===== src/rtl/servo_pkg.sv =====
// Shared servo PWM definitions: FSM encoding, frame length and default timing limits.
// Used by the pulse generator, the pulse decoder and their benches.
package servo_pkg;

  localparam int unsigned FRAME_CLKS   = 2000001;
  localparam int unsigned DEF_CNT_W    = 32;
  localparam int unsigned DEF_TIMEOUT  = 2100000;
  localparam int unsigned DEF_MIN_HIGH = 50000;
  localparam int unsigned DEF_MAX_HIGH = 250000;

  typedef enum logic [1:0] {
    WAIT_RISE = 2'd0,
    HIGH      = 2'd1,
    LOW       = 2'd2
  } servo_state_e;

  // One published measurement in generator format
  typedef struct packed {
    logic [DEF_CNT_W-1:0] duty;
    logic [DEF_CNT_W-1:0] period;
  } servo_meas_t;

endpackage


===== src/rtl/pwm_sync_edge.sv =====
// Two-flop synchronizer for the asynchronous pulse pin plus an edge register
// producing single-cycle rise/fall indications.
module pwm_sync_edge (
  input  logic clk_i,
  input  logic rst_ni,
  input  logic pwm_i,
  output logic rise_c,
  output logic fall_c
);

  logic [1:0] sync_q;
  logic       edge_q;

  always_ff @(posedge clk_i or negedge rst_ni) begin
    if (!rst_ni) begin
      sync_q <= 2'b00;
      edge_q <= 1'b0;
    end else begin
      sync_q <= {sync_q[0], pwm_i};
      edge_q <= sync_q[1];
    end
  end

  assign rise_c = sync_q[1] & ~edge_q;
  assign fall_c = ~sync_q[1] & edge_q;

endmodule


===== src/rtl/servo_pulse_decoder.sv =====
// Measures a servo-style pulse train and reports the high time in generator duty
// encoding (high time minus one) together with the rising-to-rising period.
module servo_pulse_decoder
  import servo_pkg::*;
#(
  parameter int unsigned CNT_W    = DEF_CNT_W,
  parameter int unsigned TIMEOUT  = DEF_TIMEOUT,
  parameter int unsigned MIN_HIGH = DEF_MIN_HIGH,
  parameter int unsigned MAX_HIGH = DEF_MAX_HIGH
) (
  input  logic             clock_in,
  input  logic             reset_n,
  input  logic             pwm_in,
  output logic [CNT_W-1:0] duty_out,
  output logic [CNT_W-1:0] period_out,
  output logic             valid,
  output logic             out_of_range,
  output logic             signal_lost
);

  localparam logic [CNT_W-1:0] TIMEOUT_LAST = CNT_W'(TIMEOUT - 1);
  localparam logic [CNT_W-1:0] MIN_HIGH_C   = CNT_W'(MIN_HIGH);
  localparam logic [CNT_W-1:0] MAX_HIGH_C   = CNT_W'(MAX_HIGH);
  localparam logic [CNT_W-1:0] ONE_C        = CNT_W'(1);

  function automatic logic [CNT_W-1:0] sat_inc(input logic [CNT_W-1:0] v);
    return (&v) ? v : v + ONE_C;
  endfunction

  logic rise_c, fall_c, edge_c, timeout_c, in_range_c;

  servo_state_e     state_q, state_d;
  logic [CNT_W-1:0] high_cnt_q, high_cnt_d;
  logic [CNT_W-1:0] per_cnt_q, per_cnt_d;
  logic [CNT_W-1:0] idle_cnt_q, idle_cnt_d;
  logic [CNT_W-1:0] hold_q, hold_d;
  logic [CNT_W-1:0] duty_q, duty_d;
  logic [CNT_W-1:0] period_q, period_d;
  logic             valid_q, valid_d;
  logic             oor_q, oor_d;
  logic             lost_q, lost_d;

  pwm_sync_edge u_sync (
    .clk_i  (clock_in),
    .rst_ni (reset_n),
    .pwm_i  (pwm_in),
    .rise_c (rise_c),
    .fall_c (fall_c)
  );

  assign edge_c     = rise_c | fall_c;
  // An edge in the same cycle as the timeout keeps the signal alive
  assign timeout_c  = ~edge_c && (idle_cnt_q >= TIMEOUT_LAST);
  assign in_range_c = (hold_q >= MIN_HIGH_C) && (hold_q <= MAX_HIGH_C);

  always_ff @(posedge clock_in or negedge reset_n) begin
    if (!reset_n) state_q <= WAIT_RISE;
    else          state_q <= state_d;
  end

  always_comb begin
    state_d = state_q;
    if (timeout_c) begin
      state_d = WAIT_RISE;
    end else begin
      unique case (state_q)
        WAIT_RISE: if (rise_c) state_d = HIGH;
        HIGH:      if (fall_c) state_d = LOW;
        LOW:       if (rise_c) state_d = HIGH;
        default:   state_d = WAIT_RISE;
      endcase
    end
  end

  // Counters, hold register and publish logic
  always_comb begin
    high_cnt_d = high_cnt_q;
    per_cnt_d  = per_cnt_q;
    idle_cnt_d = edge_c ? '0 : sat_inc(idle_cnt_q);
    hold_d     = hold_q;
    duty_d     = duty_q;
    period_d   = period_q;
    valid_d    = 1'b0;
    oor_d      = oor_q;
    lost_d     = lost_q;
    if (timeout_c) begin
      lost_d = 1'b1;
    end else begin
      unique case (state_q)
        WAIT_RISE: begin
          if (rise_c) begin
            high_cnt_d = ONE_C;
            per_cnt_d  = ONE_C;
            lost_d     = 1'b0;
          end
        end
        HIGH: begin
          per_cnt_d = sat_inc(per_cnt_q);
          if (fall_c) hold_d     = high_cnt_q;
          else        high_cnt_d = sat_inc(high_cnt_q);
        end
        LOW: begin
          if (rise_c) begin
            period_d   = per_cnt_q;
            oor_d      = ~in_range_c;
            high_cnt_d = ONE_C;
            per_cnt_d  = ONE_C;
            if (in_range_c) begin
              duty_d  = hold_q - ONE_C;
              valid_d = 1'b1;
            end
          end else begin
            per_cnt_d = sat_inc(per_cnt_q);
          end
        end
        default: ;
      endcase
    end
  end

  always_ff @(posedge clock_in or negedge reset_n) begin
    if (!reset_n) begin
      high_cnt_q <= '0;
      per_cnt_q  <= '0;
      idle_cnt_q <= '0;
      hold_q     <= '0;
      duty_q     <= '0;
      period_q   <= '0;
      valid_q    <= 1'b0;
      oor_q      <= 1'b0;
      lost_q     <= 1'b1;
    end else begin
      high_cnt_q <= high_cnt_d;
      per_cnt_q  <= per_cnt_d;
      idle_cnt_q <= idle_cnt_d;
      hold_q     <= hold_d;
      duty_q     <= duty_d;
      period_q   <= period_d;
      valid_q    <= valid_d;
      oor_q      <= oor_d;
      lost_q     <= lost_d;
    end
  end

  assign duty_out     = duty_q;
  assign period_out   = period_q;
  assign valid        = valid_q;
  assign out_of_range = oor_q;
  assign signal_lost  = lost_q;

endmodule


===== config.mk =====
export PLATFORM = sky130hd
export DESIGN_NAME = servo_pulse_decoder
export DESIGN_NICKNAME = d
export VERILOG_FILES = /design/src/rtl/servo_pkg.sv /design/src/rtl/pwm_sync_edge.sv /design/src/rtl/servo_pulse_decoder.sv
export SDC_FILE = /design/constraint.sdc
export NUM_CORES = 1
export LEC_CHECK = 0
export CAP_MARGIN = 20
export CORE_MARGIN = 1.5
export CORE_UTILIZATION = 40
export DETAILED_ROUTE_END_ITERATION = 12
export PLACE_DENSITY = 0.69
export SLEW_MARGIN = 20
export SYNTH_ARGS = -nofsm -noshare
export SYNTH_HDL_FRONTEND = slang
export SYNTH_SLANG_ARGS = --single-unit

===== constraint.sdc =====
create_clock -name clock_in -period 3.7 [get_ports clock_in]
set_input_delay 0.74 -clock clock_in [delete_from_list [all_inputs] [get_ports clock_in]]
set_output_delay 0.74 -clock clock_in [all_outputs]
set_load 0.02 [all_outputs]

==> metrics.md, run 1 <==
| Metric | Value |
|---|---|
| Routability cong. | 0.7672 |
| Clk sink count | 200 |
| Synth Instances | slightly above 900 |
| Top-area cell type share of the netlist area | around 52% |
| Post-CTS setup buffers | 0 |
| First-pass GRT wire length | approximately 35,000 um |
| Synth Flop Type | dfrtp_1 |
| First DRT Iteration DRCs | 615 |
| Vias per inst | 5.564 |
| Nets@finish | ~1,000 |
| FP Rows | 56 |
| CTS Root Cell | clkbuf_16 |
| Largest cells by area after synthesis | dfrtp_1, mux2_2, o21ai_0 |
| Clock transition at the registers of the reported paths | approximately 0.07 ns |
| Largest net degree at the start of global routing | 96 |
| Drt wl/cell | between 15 and 20 um |
| Seq pwr share | roughly two fifths |
| Clk Latency, worst-skew pair | around 0.43 ns |
| P_int | 3847 uW |
| Yosys reg bits | 200 |
| Peak VDD IR | approximately 400 uV |
| Total negative slack | 0 ns |
| RSZ-0062 raised after global routing | no |
| Clk network pwr share | approximately 34% |
| TritonCTS clock tree | built |
| DP HPWL | between 10,000 and 15,000 um |
| Multi-input gate area | 4367 um^2 |
| Antenna viol nets, final | 0 |
| # IOs | 70 |
| DRT Wirelength | ~21,000 um |
| GR Overflow Total | 0 |
| Worst setup margin | approximately 0.94 ns |
| Worst setup SP type | flop |
| PwrDens | approximately 510 nW/um^2 |
| Period minus WS final | approximately 2.8 ns |
| Arrival @ worst endpoint | just over 3 ns |
| Crit Reg-Reg Endpoint | per_cnt_q[8] |
| Vias in the first global route | ~7,000 |
| Skew final | 0.01375 ns |
| Die Y | between 150 and 200 um |
| Synth cell count leaders | dfrtp_1, nor2_1, mux2_2 |
| Worst r2r path cells | 7 |
| Combinational share of power | between 20% and 30% |
| Critical path capture point type | flop |
| Worst path most repeated cell | o21ai_0 |
| Area Growth Syn to Fin | 16.83% |
| Utilization after layout | 47.82% |
| Worst reg2reg setup slack | approximately 0.94 ns |
| Initial Util | roughly two fifths |
| # resized after CTS | 0 |
| Pin slew with the least headroom to its limit | between 0.9 and 1 ns |
| Mapped Area | between 9000 and 10,000 um^2 |
| Distinct cells, synth | 60 |
| Static leakage | about 0.0049 uW |
| Period utilisation layout | 74.48% |
| Antenna violations before repair | 0 |
| Setup-failing EPs final | 0 |
| Die ar. | about 25,000 um^2 |
| Total of max-cap violations | 0 |
| # hold bufs at CTS | 0 |
| # fillers | between 2,000 and 2,500 |
| Port buffer count | 69 |
| Sw Pwr | ~1900 uW |
| Synth Area per Inst | 10.38 um^2 |
| Slowest cell delay on critical path | ~0.9 ns |
| Worst Hold Class | input port to async pin |
| Core area | around 24,000 um^2 |
| Top-count cell post-synth | dfrtp_1 |
| Reg2reg start | state_q[0] |
| Non-filler cells, final | approximately 1,300 |
| Clk buf depth | 2 |
| Worst rel slew slack | 34.46% |
| F_max | approximately 0.36 GHz |
| # DRC | 0 |
| Initial DRT Pass Iterations | 7 |
| Register area | 5006 um^2 |
| Dpl ws | between 0.9 and 1 ns |
| Inst Count DP | 1,284 |
| CP max stage cell | and3_1 |
| Number of flops mapped to enable cells by yosys | 0 |
| Outcome | finished clean |
| Required @ worst endpoint | between 4 and 5 ns |
| Global Route Usage Sum | 17.68% |
| Final hold vios | 0 |
| Critical path, cell by cell | inv_1, ha_1, nor2b_1, o21ai_0, and3_1, or4_1, o21ai_0 |
| Via Count | between 7,000 and 8,000 |
| Antenna Cells | 0 |
| Htree depth | 4 |
| Critical Setup Path Class | flop to flop |
| Share of post-route cells with drive strength above 1 | 12.04% |
| Cts bufs inserted | 17 |
| Final Max Slew Viols | 0 |
| Critical path peak fanout | 25 |
| Switching part of the total | about a third |
| Sequential area share after synthesis | about half |
| Die Width | 158.2 um |
| Post-synth top area cell | dfrtp_1 |
| Number of warnings issued by yosys | 0 |
| Syn_nets | 944 |
| Post-synth ARST share | between 90% and 100% |
-- routing by layer --
| layer | global-route usage, % | up-vias | part of all wire, % |
|---|---|---|---|
| met5 | 0 | - | 0 |
| met4 | 4.984 | 0 | 1.2 |
| met3 | 3.340 | 19 | 4.4 |
| met2 | 29.11 | 150 | 47 |
| met1 | 23.76 | 3624 | 47 |
| li1 | - | 3529 | - |
-- how the worst max path moves through the flow --
stage                               from       endpoint  slack [ns]  cells after the start
final                         state_q[0]   per_cnt_q[8]        0.94                      7
after global routing      idle_cnt_q[25]  per_cnt_q[30]        0.69                      6
after CTS                     state_q[0]   per_cnt_q[8]        0.96                      7
after detailed placement      state_q[0]   per_cnt_q[8]        0.98                      7
after global placement        state_q[0]   per_cnt_q[8]         1.0                      7
after floorplan                hold_q[0]   duty_out[10]        1.52                      9
-- metrics by stage --
stage          total power [uW]  hold WS [ns]  instance area (um^2)
6_report                   5769        0.3845                 11260
5_1_grt                    6074        0.4026                 11260
4_1_cts                    5812        0.4028                 11260
3_5_place_dp               3845        0.3629                 10650
3_3_place_gp               3825        0.3815                 10650
2_1_floorplan              3445        0.3312                  9637
-- critical path: cells and delay by family, from the launching register on --
| kind | cells | cell delay (ns) |
|---|---|---|
| simple gates | 3 | 1.28 |
| compound gates | 2 | 0.54 |
| fa+ha+maj | 1 | 0.27 |
| buf+inv | 1 | 0.10 |
| flops | 1 | 0.45 |
-- flip-flops by register name, summed over array words and instances (netlist names), 2 cells and up --
| signal | count |
|---|---|
| per_cnt_q | 32 |
| duty_out | 32 |
| idle_cnt_q | 32 |
| hold_q | 32 |
| u_sync.sync_q | 2 |
| high_cnt_q | 32 |
| period_out | 32 |
| state_q | 2 |
-- logic make-up after synthesis --
kind of cell | after synthesis | synth area share [%]
mux | 68 | 7.907
fa+ha+maj | 13 | 1.688
compound gates | 201 | 13.02
flops | 200 | 51.95
buf+inv | 62 | 2.739
simple gates | 347 | 19.33
xor+xnor | 37 | 3.363
-- cells in the final DEF, fill, tap and decap left out, types with 17 or more instances in the layout --
master | netlist | layout
mux2_2 | 65 | 65
nor2b_1 | 17 | 17
or3_1 | 19 | 19
nand3_1 | 48 | 48
clkbuf_16 | 0 | 17
nand2_1 | 57 | 57
nand4_1 | 33 | 33
nor2_1 | 73 | 73
clkdlybuf4s50_1 | 0 | 68
a21oi_1 | 57 | 57
xor2_1 | 22 | 22
dfrtp_1 | 199 | 199
and3_1 | 24 | 24
or4_1 | 19 | 19
o21ai_0 | 58 | 58
o31ai_1 | 36 | 36
inv_1 | 18 | 18
-- area by class of cell --
class,instances,area share (%)
flip-flops and latches,200,44.47
multi-input cells,666,38.79
repair buffers,80,7.124
clock buffers,20,3.968
well taps,319,3.545
clock inverters,12,1.478
inverters,19,0.6335
-- power groups by stage --
| stage | registers [uW] | clock network, uW | logic, uW |
|---|---|---|---|
| CTS | 2400 | 2000 | 1420 |
| detailed placement | 2440 | 0 | 1410 |
| finish | 2400 | 1950 | 1420 |
| global route | 2410 | 2080 | 1580 |
| floorplan | 2420 | 0 | 1020 |
| global placement | 2430 | 0 | 1390 |
(Power assumes the default switching activity.)
==> inputs of run 2 (changes only) <==
--- a/config.mk
+++ b/config.mk
@@ -9,7 +9,7 @@
 export CORE_MARGIN = 1.5
 export CORE_UTILIZATION = 40
 export DETAILED_ROUTE_END_ITERATION = 12
-export PLACE_DENSITY = 0.69
+export PLACE_DENSITY = 0.71
 export SLEW_MARGIN = 20
 export SYNTH_ARGS = -nofsm -noshare
 export SYNTH_HDL_FRONTEND = slang
==> constraint.sdc (replaced) <==
create_clock -name clock_in -period 2.5 [get_ports clock_in]
set_input_delay 0.5 -clock clock_in [delete_from_list [all_inputs] [get_ports clock_in]]
set_output_delay 0.5 -clock clock_in [all_outputs]
set_load 0.02 [all_outputs]
==> metrics.md, run 2 (synthesized netlist as in run 1, its figures left out) <==
| Metric | Value |
|---|---|
| Global Route Usage Sum | 18.16% (+0.48 points) |
| Worst rel slew slack | 38.29% (+3.8 points) |
| Non-filler cells, final | 1,347 (+2.4%) |
| Vias per inst | 5.629 (+1.2%) |
| Total power | 8754 uW (+52%) |
| Cts bufs inserted | 17 (unchanged) |
| GR Overflow Total | 0 (unchanged) |
| DRT Wirelength | 21,220 um (+1.6%) |
| Outcome | finished clean |
| First DRT Iteration DRCs | 696 (+13%) |
| Antenna violations before repair | 0 (unchanged) |
| Combinational share of power | 27.1% (+2.5 points) |
| Commonest non-fill, non-tap cell in the layout | dfrtp_1 |
| PwrDens | 759.9 nW/um^2 (+48%) |
| Arrival @ worst endpoint | 2.76 ns (-0.31 ns) |
| Most frequent cells in the layout | dfrtp_1, nor2_1, clkdlybuf4s50_1 |
| Clock transition at the registers of the reported paths | 0.07 ns (about the same) |
| Initial DRT Pass Iterations | 5 (-2) |
| Critical Setup Path Class | flop to flop |
| Core area | 23,540 um^2 (unchanged) |
| Nets@finish | 1,031 (+3.1%) |
| Final Max Slew Viols | 0 (unchanged) |
| Clk network pwr share | 32.7% (-1.2 points) |
| Period utilisation layout | 96.06% (+22 points) |
| Crit Reg-Reg Endpoint | per_cnt_q[14] |
| Initial Util | 40.93% (unchanged) |
| TritonCTS clock tree | built |
| Peak VDD IR | 511.6 uV (+29%) |
| Skew final | 0.008241 ns (-0.005509 ns) |
| Setup-failing EPs final | 0 (unchanged) |
| Area Growth Syn to Fin | 19.54% |
| Clk sink count | 200 (unchanged) |
| Total negative slack | 0 ns (unchanged) |
| DP HPWL | 14,460 um (+2.6%) |
| Share of post-route cells with drive strength above 1 | 14.88% (+2.8 points) |
| Die Width | 158.2 um (unchanged) |
| Antenna viol nets, final | 0 (unchanged) |
| F_max | 0.4164 GHz (+15%) |
| Period minus WS final | 2.402 ns (-0.3540 ns) |
| RSZ-0062 raised after global routing | yes |
| # IOs | 70 (unchanged) |
| Drt wl/cell | 15.76 um (-0.71%) |
| # DRC | 0 (unchanged) |
| Antenna Cells | 0 (unchanged) |
| Required @ worst endpoint | 2.86 ns (-1.15 ns) |
| Reg2reg start | per_cnt_q[0] |
| Routability cong. | 0.7868 (+2.6%) |
| Utilization after layout | 48.93% (+1.1 points) |
| Via Count | 7,582 (+3.6%) |
| Total of max-cap violations | 0 (unchanged) |
| Die Y | 158.2 um (unchanged) |
| Cell area after placement | 10,880 um^2 (+2.2%) |
| Switching part of the total | 32.67% (-0.64 points) |
| Worst reg2reg setup slack | 0.1 ns (-0.85 ns) |
| Final hold vios | 0 (unchanged) |
| Htree depth | 4 (unchanged) |
| Seq pwr share | 40.2% (-1.3 points) |
| Sw Pwr | 2860 uW (+49%) |
| First-pass GRT wire length | 36,630 um (+3.3%) |
| Worst Hold Class | input port to async pin |
| Largest net degree at the start of global routing | 66 (-31%) |
| Clk Latency, worst-skew pair | 0.43 ns (about the same) |
| Port buffer count | 69 (unchanged) |
| Cell area after layout | 11,520 um^2 (+2.3%) |
| P_int | 5895 uW (+53%) |
| Worst r2r path cells | 7 (unchanged) |
| Worst setup SP type | flop |
| Inst Count DP | 1,312 (+2.2%) |
| Critical path capture point type | flop |
| Vias in the first global route | 7,347 (+5.2%) |
| Critical path peak fanout | 5 (-80%) |
| Pin slew with the least headroom to its limit | 0.9201 ns (-0.06306 ns) |
| Static leakage | 0.005067 uW (+3.6%) |
| Die ar. | 25,030 um^2 (unchanged) |
| CTS Root Cell | clkbuf_16 |
| FP Rows | 56 (unchanged) |
| Clk buf depth | 2 (unchanged) |
-- run 2: changes by cell type in the layout (fill, tap and decap cells not counted), sizes merged --
cell,before,now
buf,11,42
clkinvlp,3,1
inv,21,23
clkbuf,21,20
clkinv,4,5
-- run 2: routing by layer --
layer  wire length, um  track usage (%)  vias to the layer above
met5                 0                0                        -
met1              9964            24.18                     3786
met3               851            3.312                       30
li1                  -                -                     3591
met4               407            6.720                        0
met2              9999            29.51                      175
-- run 2: worst max-delay path by stage --
| stage | from | to | depth (start not counted) |
|---|---|---|---|
| 6_report | per_cnt_q[0] | per_cnt_q[14] | 7 |
| 5_1_grt | per_cnt_q[1] | per_cnt_q[14] | 7 |
| 4_1_cts | per_cnt_q[0] | per_cnt_q[14] | 7 |
| 3_5_place_dp | per_cnt_q[0] | per_cnt_q[14] | 7 |
| 3_3_place_gp | hold_q[27] | duty_out[9] | 7 |
| 2_1_floorplan | hold_q[0] | duty_out[10] | 9 |
-- run 2: cell type report --
cell class,count,area [um^2]
clock inverter,13,165.2
multi-input combinational,666,4372
inverter,19,71.32
tap,319,399.1
fill,2168,12020
timing repair buffer,111,1064
sequential,200,5006
clock buffer,19,442.9
-- run 2: stage by stage --
stage,setup WS [ns],hold WS (ns)
floorplan,0.3191,0.2044
global placement,0.1717,0.3396
global route,-0.02037,0.04672
detailed placement,0.1130,0.3484
finish,0.09845,0.02135
CTS,0.08380,0.02635
-- run 2: repair_timing --
item	4_1_cts	5_1_grt
setup buffers	0	3
gates resized for setup	0	2
hold buffers	0	0
endpoints found under the setup margin	0	24
-- run 2: worst max-delay path: stages, from the launching register on --
cell and delay, ns:
dfrtp_1 0.44, ha_1 0.22, nand4_1 0.14, or3_1 0.43, a21oi_1 0.29, nand3_1 0.26, or3_1 0.40, a21oi_1 0.16
-- run 2: power groups by stage --
stage / Sequential [uW] / Clock, uW / Combinational [uW]
floorplan: 3580 / 0 / 1510
global placement: 3580 / 0 / 2330
detailed placement: 3580 / 0 / 2370
CTS: 3520 / 2940 / 2380
global route: 3540 / 3060 / 2650
finish: 3520 / 2860 / 2370
